File: src/rtl/fetch_seq_pkg.sv
// Shared constants for the MSP430 fetch sequencer and decoder:
// instruction formats, FSM state encoding, RETI and constant-generator registers.
package fetch_seq_pkg;

    localparam logic [1:0] FMT_ILL = 2'd0;
    localparam logic [1:0] FMT_I   = 2'd1;
    localparam logic [1:0] FMT_II  = 2'd2;
    localparam logic [1:0] FMT_J   = 2'd3;

    localparam logic [15:0] RETI_OP = 16'h1300;

    localparam logic [3:0] CG_R2 = 4'd2;
    localparam logic [3:0] CG_R3 = 4'd3;

    typedef enum logic [2:0] {
        S_WAIT,
        S_FETCH_OP,
        S_FETCH_SRC,
        S_FETCH_DST,
        S_ISSUE
    } state_t;

endpackage

File: src/rtl/fetch_seq_if.sv
// ROM-side and execute-side bundle of the fetch sequencer.
// master = sequencer, slave = ROM/execute environment.
interface fetch_seq_if #(
    parameter int DW = 16
);
    logic [DW-1:0] MDB_out;
    logic          mem_ready;
    logic          rd_en;
    logic          pc_inc;
    logic          ex_ready;
    logic          instr_valid;
    logic [DW-1:0] opcode;
    logic [DW-1:0] ext_src;
    logic [DW-1:0] ext_dst;
    logic [1:0]    n_ext;
    logic [1:0]    FORMAT;
    logic          illegal;

    modport master (
        input  MDB_out, mem_ready, ex_ready,
        output rd_en, pc_inc, instr_valid, opcode,
        output ext_src, ext_dst, n_ext, FORMAT, illegal
    );

    modport slave (
        output MDB_out, mem_ready, ex_ready,
        input  rd_en, pc_inc, instr_valid, opcode,
        input  ext_src, ext_dst, n_ext, FORMAT, illegal
    );
endinterface

File: src/rtl/fetch_seq_ext_word_count.sv
// Opcode classifier: instruction format, illegal flag and which
// extension words follow. Purely combinational, shared with the decoder.
module fetch_seq_ext_word_count
    import fetch_seq_pkg::*;
(
    input  logic [15:0] op,
    output logic        need_src,
    output logic        need_dst,
    output logic [1:0]  fmt,
    output logic        illegal
);

    logic [3:0] msb;
    logic [3:0] r;
    logic [1:0] as_m;
    logic       cg;
    logic       reti;

    always_comb begin
        msb = op[15:12];
        fmt = FMT_ILL;
        unique case (1'b1)
            (msb >= 4'd4):                fmt = FMT_I;
            (msb == 4'd1):                fmt = FMT_II;
            (msb == 4'd2 || msb == 4'd3): fmt = FMT_J;
            default:                      fmt = FMT_ILL;
        endcase

        r    = (fmt == FMT_I) ? op[11:8] : op[3:0];
        as_m = op[5:4];
        // R3 always and R2 with As=1x synthesize constants in-core
        cg   = (r == CG_R3) || (r == CG_R2 && as_m[1]);
        reti = (op == RETI_OP);

        need_src = (fmt == FMT_I || fmt == FMT_II) && !reti && !cg &&
                   ((as_m == 2'b01) || (as_m == 2'b11 && r == 4'd0));
        need_dst = (fmt == FMT_I) && op[7];
        illegal  = (fmt == FMT_ILL);
    end

endmodule

File: src/rtl/fetch_seq.sv
// MSP430 fetch sequencer: opcode + 0..2 extension words, then issue.
// FETCH_SEQ_ICOUNT_EN adds the issued-instruction counter.
module fetch_seq
    import fetch_seq_pkg::*;
#(
    parameter int RST_VEC_WAIT = 1,
    parameter int DW           = 16
) (
    input  logic        clk,
    input  logic        rst,
    input  logic        flush,
    output logic [15:0] instr_count,
    fetch_seq_if.master bus
);

    state_t        state;
    state_t        state_nxt;
    logic [1:0]    wait_cnt;

    logic [DW-1:0] opcode_q;
    logic [DW-1:0] ext_src_q;
    logic [DW-1:0] ext_dst_q;
    logic [1:0]    n_ext_q;
    logic [1:0]    fmt_q;
    logic          illegal_q;
    logic          need_dst_q;

    logic          need_src_c;
    logic          need_dst_c;
    logic [1:0]    fmt_c;
    logic          illegal_c;
    logic          capture;

    fetch_seq_ext_word_count u_ewc (
        .op       (bus.MDB_out),
        .need_src (need_src_c),
        .need_dst (need_dst_c),
        .fmt      (fmt_c),
        .illegal  (illegal_c)
    );

    always_ff @(posedge clk) begin
        if (rst) state <= S_WAIT;
        else     state <= state_nxt;
    end

    always_ff @(posedge clk) begin
        if (rst)
            wait_cnt <= 2'(RST_VEC_WAIT);
        else if (state == S_WAIT && wait_cnt != 2'd0)
            wait_cnt <= wait_cnt - 2'd1;
    end

    always_comb begin
        state_nxt = state;
        unique case (state)
            S_WAIT:
                if (wait_cnt <= 2'd1) state_nxt = S_FETCH_OP;
            S_FETCH_OP:
                if (bus.mem_ready) begin
                    if (need_src_c)      state_nxt = S_FETCH_SRC;
                    else if (need_dst_c) state_nxt = S_FETCH_DST;
                    else                 state_nxt = S_ISSUE;
                end
            S_FETCH_SRC:
                if (bus.mem_ready)
                    state_nxt = need_dst_q ? S_FETCH_DST : S_ISSUE;
            S_FETCH_DST:
                if (bus.mem_ready) state_nxt = S_ISSUE;
            S_ISSUE:
                if (bus.ex_ready) state_nxt = S_FETCH_OP;
            default:
                state_nxt = S_WAIT;
        endcase
        if (flush && state != S_WAIT) state_nxt = S_FETCH_OP;
    end

    // flush suppresses both the fetch and the issue of its cycle
    always_comb begin
        bus.rd_en       = 1'b0;
        bus.instr_valid = 1'b0;
        unique case (state)
            S_FETCH_OP,
            S_FETCH_SRC,
            S_FETCH_DST: bus.rd_en       = !flush;
            S_ISSUE:     bus.instr_valid = !flush;
            default: ;
        endcase
        capture    = bus.rd_en && bus.mem_ready && !rst;
        bus.pc_inc = capture;
    end

    always_ff @(posedge clk) begin
        if (rst || flush) begin
            opcode_q   <= '0;
            ext_src_q  <= '0;
            ext_dst_q  <= '0;
            n_ext_q    <= 2'd0;
            fmt_q      <= FMT_ILL;
            illegal_q  <= 1'b0;
            need_dst_q <= 1'b0;
        end else if (capture) begin
            unique case (state)
                S_FETCH_OP: begin
                    opcode_q   <= bus.MDB_out;
                    ext_src_q  <= '0;
                    ext_dst_q  <= '0;
                    n_ext_q    <= 2'd0;
                    fmt_q      <= fmt_c;
                    illegal_q  <= illegal_c;
                    need_dst_q <= need_dst_c;
                end
                S_FETCH_SRC: begin
                    ext_src_q <= bus.MDB_out;
                    n_ext_q   <= n_ext_q + 2'd1;
                end
                S_FETCH_DST: begin
                    ext_dst_q <= bus.MDB_out;
                    n_ext_q   <= n_ext_q + 2'd1;
                end
                default: ;
            endcase
        end
    end

    assign bus.opcode  = opcode_q;
    assign bus.ext_src = ext_src_q;
    assign bus.ext_dst = ext_dst_q;
    assign bus.n_ext   = n_ext_q;
    assign bus.FORMAT  = fmt_q;
    assign bus.illegal = illegal_q;

`ifdef FETCH_SEQ_ICOUNT_EN
    logic        accept;
    logic [15:0] icnt_q;

    assign accept = bus.instr_valid && bus.ex_ready && !rst;

    always_ff @(posedge clk) begin
        if (rst)         icnt_q <= 16'd0;
        else if (accept) icnt_q <= icnt_q + 16'd1;
    end

    assign instr_count = icnt_q;
`else
    assign instr_count = 16'd0;
`endif

endmodule

File: src/flat_wrapper.sv
// flat-port wrapper written by rule: the top's interface ports become plain ports
module fetch_seq_flat import fetch_seq_pkg::*;
#(
    parameter int RST_VEC_WAIT = 1,
    parameter int DW           = 16
)
  (clk, rst, flush, instr_count, bus_MDB_out, bus_mem_ready, bus_ex_ready, bus_rd_en, bus_pc_inc, bus_instr_valid, bus_opcode, bus_ext_src, bus_ext_dst, bus_n_ext, bus_FORMAT, bus_illegal);
  fetch_seq_if #(.DW(DW)) bus_i ();
  input  logic clk;
  input  logic rst;
  input  logic flush;
  output logic [15:0] instr_count;
  input wire logic [$bits(bus_i.MDB_out)-1:0] bus_MDB_out;
  input wire logic [$bits(bus_i.mem_ready)-1:0] bus_mem_ready;
  input wire logic [$bits(bus_i.ex_ready)-1:0] bus_ex_ready;
  output wire logic [$bits(bus_i.rd_en)-1:0] bus_rd_en;
  output wire logic [$bits(bus_i.pc_inc)-1:0] bus_pc_inc;
  output wire logic [$bits(bus_i.instr_valid)-1:0] bus_instr_valid;
  output wire logic [$bits(bus_i.opcode)-1:0] bus_opcode;
  output wire logic [$bits(bus_i.ext_src)-1:0] bus_ext_src;
  output wire logic [$bits(bus_i.ext_dst)-1:0] bus_ext_dst;
  output wire logic [$bits(bus_i.n_ext)-1:0] bus_n_ext;
  output wire logic [$bits(bus_i.FORMAT)-1:0] bus_FORMAT;
  output wire logic [$bits(bus_i.illegal)-1:0] bus_illegal;
  assign bus_i.MDB_out = bus_MDB_out;
  assign bus_i.mem_ready = bus_mem_ready;
  assign bus_i.ex_ready = bus_ex_ready;
  assign bus_rd_en = bus_i.rd_en;
  assign bus_pc_inc = bus_i.pc_inc;
  assign bus_instr_valid = bus_i.instr_valid;
  assign bus_opcode = bus_i.opcode;
  assign bus_ext_src = bus_i.ext_src;
  assign bus_ext_dst = bus_i.ext_dst;
  assign bus_n_ext = bus_i.n_ext;
  assign bus_FORMAT = bus_i.FORMAT;
  assign bus_illegal = bus_i.illegal;
  fetch_seq #(.RST_VEC_WAIT(RST_VEC_WAIT), .DW(DW)) u_core (.clk(clk), .rst(rst), .flush(flush), .instr_count(instr_count), .bus(bus_i));
endmodule
File: config.mk
export PLATFORM = sky130hd
export DESIGN_NAME = fetch_seq_flat
export DESIGN_NICKNAME = d
export VERILOG_FILES = /design/src/rtl/fetch_seq_pkg.sv /design/src/rtl/fetch_seq_if.sv /design/src/rtl/fetch_seq_ext_word_count.sv /design/src/rtl/fetch_seq.sv /design/src/flat_wrapper.sv
export SDC_FILE = /design/constraint.sdc
export NUM_CORES = 1
export LEC_CHECK = 0
export ABC_AREA = 1
export CAP_MARGIN = 40
export CORE_ASPECT_RATIO = 1.5
export CORE_MARGIN = 1.5
export CORE_UTILIZATION = 45
export CTS_CLUSTER_SIZE = 16
export DETAILED_ROUTE_END_ITERATION = 6
export GPL_ROUTABILITY_DRIVEN = 1
export PLACE_DENSITY = 0.79
export SLEW_MARGIN = 20
export SYNTH_ARGS = -nofsm -noshare
export SYNTH_HDL_FRONTEND = slang
export SYNTH_HIERARCHICAL = 1
export SYNTH_SLANG_ARGS = --single-unit
File: constraint.sdc
create_clock -name clk -period 2.15 [get_ports clk]
set_input_delay 0.43 -clock clk [delete_from_list [all_inputs] [get_ports clk]]
set_output_delay 0.43 -clock clk [all_outputs]
set_load 0.05 [all_outputs]
==> summary.md <==
| Metric | Value |
|---|---|
| # fillers | `503` |
| Ratio of cells with drive above 1 in the final layout | `13.8%` |
| Power per unit of standard cell area | `816 nW/µm²` |
| TritonCTS Sinks | `59` |
| Synth warnings | `6` |
| Overall fraction of global-route tracks in use | `22.8%` |
| Synth Area per Inst | `7.57 µm²` |
| Slew HR | `64.5%` |
| Crit path DAT | `1.64 ns` |
| Post-layout nets | `477` |
| Effective utilization at floorplan | `46.9%` |
| Antenna diodes | `0` |
| Critical path class | `in2out` |
| CTS clock-pin slew for the worst setup and hold paths | `0.07 ns` |
| Number of levels the H-tree was split into | `3` |
| Hold Buf Count CTS | `0` |
| Met2 capacity usage during global routing | `39.2%` |
| Met3 usage | `5.14%` |
| Maximum fanout along the worst path | `5` |
| Result of the run | `finished clean` |
| Leakage power total | `1.58 nW` |
| Root buffer selected by CTS | `sky130_fd_sc_hd__clkbuf_8` |
| Met1 Usage GRT | `25.9%` |
| Layout Cell Area excl Fill | `3860 µm²` |
| Crit path buffers/inverters | `2` |
| TritonCTS clock tree | `built` |
| Post-placement cell count | `514` |
| Dominant cell type by area after synthesis | `sky130_fd_sc_hd__dfxtp_1` |
| Die Outline Area | `6560 µm²` |
| Area of the mapped netlist | `2730 µm²` |
| Layout-stage area growth over the synthesis result | `41.4%` |
| Max Buffers Root-to-Sink | `2` |
| Worst reg-to-reg setup slack | `0.64 ns` |
| Busiest layer in global routing | `met2` |
| Residual DRC | `0` |
| Clock period minus final worst setup slack | `2.07 ns` |
| Transition time at the pin with the least slew margin | `0.531 ns` |
| Reported max-cap violation count | `0` |
| Number of distinct library cell variants in the gate-level netlist after synthesis | `30` |
| Routed WL per cell | `13.9 µm` |
| Number of max-slew violations in the final report | `0` |
| Iteration-0 DRC count of the detailed router | `134` |
| Via-per-instance ratio | `5.02` |
| Placement Cell Area | `3640 µm²` |
| Endpoints failing setup | `0` |
| Post-synth top area share | `43.2%` |
| Area inside the core boundary | `5830 µm²` |
| Cells along the critical path | `clkdlybuf4s50_1 -> nor2_8 -> nand2_8 -> nor2_2 -> buf_12` |
| Setup repair after global routing missed its margin | `false` |
| Peak VDD IR | `0.420 mV` |
| Beginning of the worst register-to-register path | `u_core/state[2]` |
| Total I/O pin count | `93` |
| CP peak stage delay | `0.54 ns` |
| Count of cells along the worst hold path | `2` |
| Detail Route Antenna Nets | `0` |
| FF-to-FF End | `u_core/bus.ext_src[1]` |
| Total Routed Length | `7380 µm` |
| Most area-consuming cells after synthesis | `sky130_fd_sc_hd__dfxtp_1, sky130_fd_sc_hd__nand2_1, sky130_fd_sc_hd__o21ai_0` |
| Total clock buffers created by CTS | `9` |
| Setup crit end kind | `output pin` |
| Worst-Skew Late Latency | `0.33 ns` |
| X dimension of the die | `66.6 µm` |
| Critical path data required time | `1.72 ns` |
| Class of the worst hold path | `reg2reg` |
| Non-filler cells in the finished layout | `530` |
| DIE HEIGHT | `98.4 µm` |
| Worst reg-to-reg path cell count | `7` |
| Dpl ws | `-0.136 ns` |
| Proportion of synthesized chip area in sequential cells | `43.2%` |
| Pin count of the biggest net entering global routing | `32` |
| Port Buffer Count | `76` |
| Largest delay contributor family on the critical path | `buffers and inverters` |
| Share of the clock period used by the worst path after layout | `96.1%` |
| Antenna violations before repair | `0` |
| Slowest stage cell, crit path | `sky130_fd_sc_hd__clkdlybuf4s50_1` |
| RD Place Congestion | `0.875` |
| Number of placement rows | `34` |
| Dpl hpwl | `5260 µm` |
| DR pass1 iterations | `4` |
| WHS Endpoint | `u_core/bus.ext_src[12]` |
| Via Count | `2,658` |
| Post_cts resized | `0` |
| Number of buffers added for setup after CTS | `0` |
| Endpoints failing hold | `0` |
| Clock skew | `0.00636 ns` |
| Upper clock frequency limit | `484 MHz` |
| Vias in the first global route | `2,382` |
| Synthesized flop and latch total | `59` |
| First-pass GRT wire length | `11,300 µm` |
| Kind of start point of the critical path | `input pin` |
| Global route overflow | `0` |
| Gate Count Post-Synth | `361` |
| Hold Path Origin | `u_core/bus.ext_src[12]` |
| Final hold slack | `0.466 ns` |
| Crit path setup slack, layout | `0.0841 ns` |
==> Yosys cell counts <==
cell type / count
sky130_fd_sc_hd__nor2_2: 2
sky130_fd_sc_hd__dfxtp_1: 59
sky130_fd_sc_hd__nand3_2: 1
sky130_fd_sc_hd__buf_2: 1
sky130_fd_sc_hd__nor2_4: 3
sky130_fd_sc_hd__nor2_1: 55
sky130_fd_sc_hd__a31oi_1: 1
sky130_fd_sc_hd__nor2_8: 4
sky130_fd_sc_hd__nor3_1: 1
sky130_fd_sc_hd__a211oi_1: 1
sky130_fd_sc_hd__nand3_1: 24
sky130_fd_sc_hd__buf_1: 1
sky130_fd_sc_hd__nand2_2: 4
sky130_fd_sc_hd__nand3b_1: 1
sky130_fd_sc_hd__nand2_4: 1
sky130_fd_sc_hd__inv_1: 22
sky130_fd_sc_hd__clkbuf_1: 7
sky130_fd_sc_hd__nand2_1: 58
sky130_fd_sc_hd__buf_6: 4
sky130_fd_sc_hd__buf_4: 19
sky130_fd_sc_hd__nor3b_2: 1
sky130_fd_sc_hd__inv_2: 5
sky130_fd_sc_hd__o21ai_0: 42
sky130_fd_sc_hd__a21o_1: 1
sky130_fd_sc_hd__ha_1: 3
sky130_fd_sc_hd__nand4_1: 1
sky130_fd_sc_hd__conb_1: 1
sky130_fd_sc_hd__o22ai_1: 1
sky130_fd_sc_hd__a21oi_1: 36
sky130_fd_sc_hd__nand2_8: 1
==> per-layer routing <==
metal,routed length [µm],vias up
met5,0,-
met4,170,0
met3,507,13
met2,3930,109
met1,2770,1214
li1,-,1322
==> logic make-up (layout without fill, tap and decap cells) <==
group	after synthesis	after routing	share of synthesized area (%)
AOI/OAI and AO/OA	82	82	15.3
adders and majority gates	3	3	1.37
buffers and inverters	59	141	11.9
DFF	59	59	43.2
other	1	16	0.137
and+or+nand+nor	157	157	28.1
==> cell usage in the layout (no fill, tap or decap) <==
cell type                         netlist  layout
sky130_fd_sc_hd__a211oi_1               1       1
sky130_fd_sc_hd__a21o_1                 1       1
sky130_fd_sc_hd__a21oi_1               36      36
sky130_fd_sc_hd__a31oi_1                1       1
sky130_fd_sc_hd__buf_12                 0       5
sky130_fd_sc_hd__buf_4                 19      20
sky130_fd_sc_hd__bufinv_16              0       2
sky130_fd_sc_hd__clkbuf_8               0      10
sky130_fd_sc_hd__clkdlybuf4s50_1        0      73
sky130_fd_sc_hd__clkinv_2               0       1
sky130_fd_sc_hd__clkinv_4               0       1
sky130_fd_sc_hd__clkinvlp_4             0       2
sky130_fd_sc_hd__conb_1                 1      16
sky130_fd_sc_hd__dfxtp_1               59      59
sky130_fd_sc_hd__ha_1                   3       3
sky130_fd_sc_hd__inv_1                 22      22
sky130_fd_sc_hd__inv_2                  5       5
sky130_fd_sc_hd__nand2_1               58      58
sky130_fd_sc_hd__nand2_2                4       4
sky130_fd_sc_hd__nand2_4                1       1
sky130_fd_sc_hd__nand2_8                1       1
sky130_fd_sc_hd__nand3_1               24      24
sky130_fd_sc_hd__nand3_2                1       1
sky130_fd_sc_hd__nand3b_1               1       1
sky130_fd_sc_hd__nand4_1                1       1
sky130_fd_sc_hd__nor2_1                55      55
sky130_fd_sc_hd__nor2_2                 2       2
sky130_fd_sc_hd__nor2_4                 3       3
sky130_fd_sc_hd__nor2_8                 4       4
sky130_fd_sc_hd__nor3_1                 1       1
sky130_fd_sc_hd__nor3b_2                1       1
sky130_fd_sc_hd__o21ai_0               42      42
sky130_fd_sc_hd__o22ai_1                1       1
==> power by group <==
group / switching [mW] / internal, mW
registers: 0.0504 / 1.14
clock network: 0.442 / 0.683
logic: 0.566 / 0.269
total: 1.06 / 2.09
==> registers in the layout, indices dropped and copies added, names as in the netlist <==
name and count:
u_core/bus.ext_src 16, u_core/bus.n_ext 2, u_core/bus.FORMAT 2, u_core/bus.ext_dst 16, u_core/wait_cnt 2, u_core/state 3
u_core/need_dst_q 1, u_core/bus.opcode 16, u_core/bus.illegal 1
==> per-stage QoR <==
step                      util, %  power, mW  setup TNS, ns
final                        66.3       3.15              0
after global routing         66.3       3.31              0
after CTS                    66.3       3.16              0
after detailed placement     62.4       2.04         -0.378
after global placement       62.4       2.03         -0.204
after floorplan                 -       1.81              0
==> worst max-delay path by stage <==
stage,from,end,slack [ns],cells past startpoint
floorplan,u_core/state[1],bus_instr_valid,0.06,4
global placement,bus_MDB_out[14],u_core/state[0],-0.09,16
detailed placement,bus_MDB_out[14],u_core/state[0],-0.14,15
CTS,flush,bus_pc_inc,0.07,5
global route,bus_MDB_out[14],u_core/state[0],0.005,15
finish,flush,bus_pc_inc,0.08,5
==> cell type report <==
type | instances | area, µm² | share of cell area, %
Clock buffer | 10 | 138 | 3.56
Timing Repair Buffer | 98 | 981 | 25.4
Inverter | 27 | 101 | 2.62
Sequential cell | 59 | 1180 | 30.6
Multi-Input combinational cell | 258 | 1280 | 33.2
Clock inverter | 6 | 88.8 | 2.30
Tap cell | 72 | 90.1 | 2.33
==> tightest hold or removal path, delay by kind of cell, from the launching register on <==
family / cells / cell delay (ns)
flops: 1 / 0.31
simple gates: 1 / 0.06
compound gates: 1 / 0.05
(Power assumes the default switching activity.)
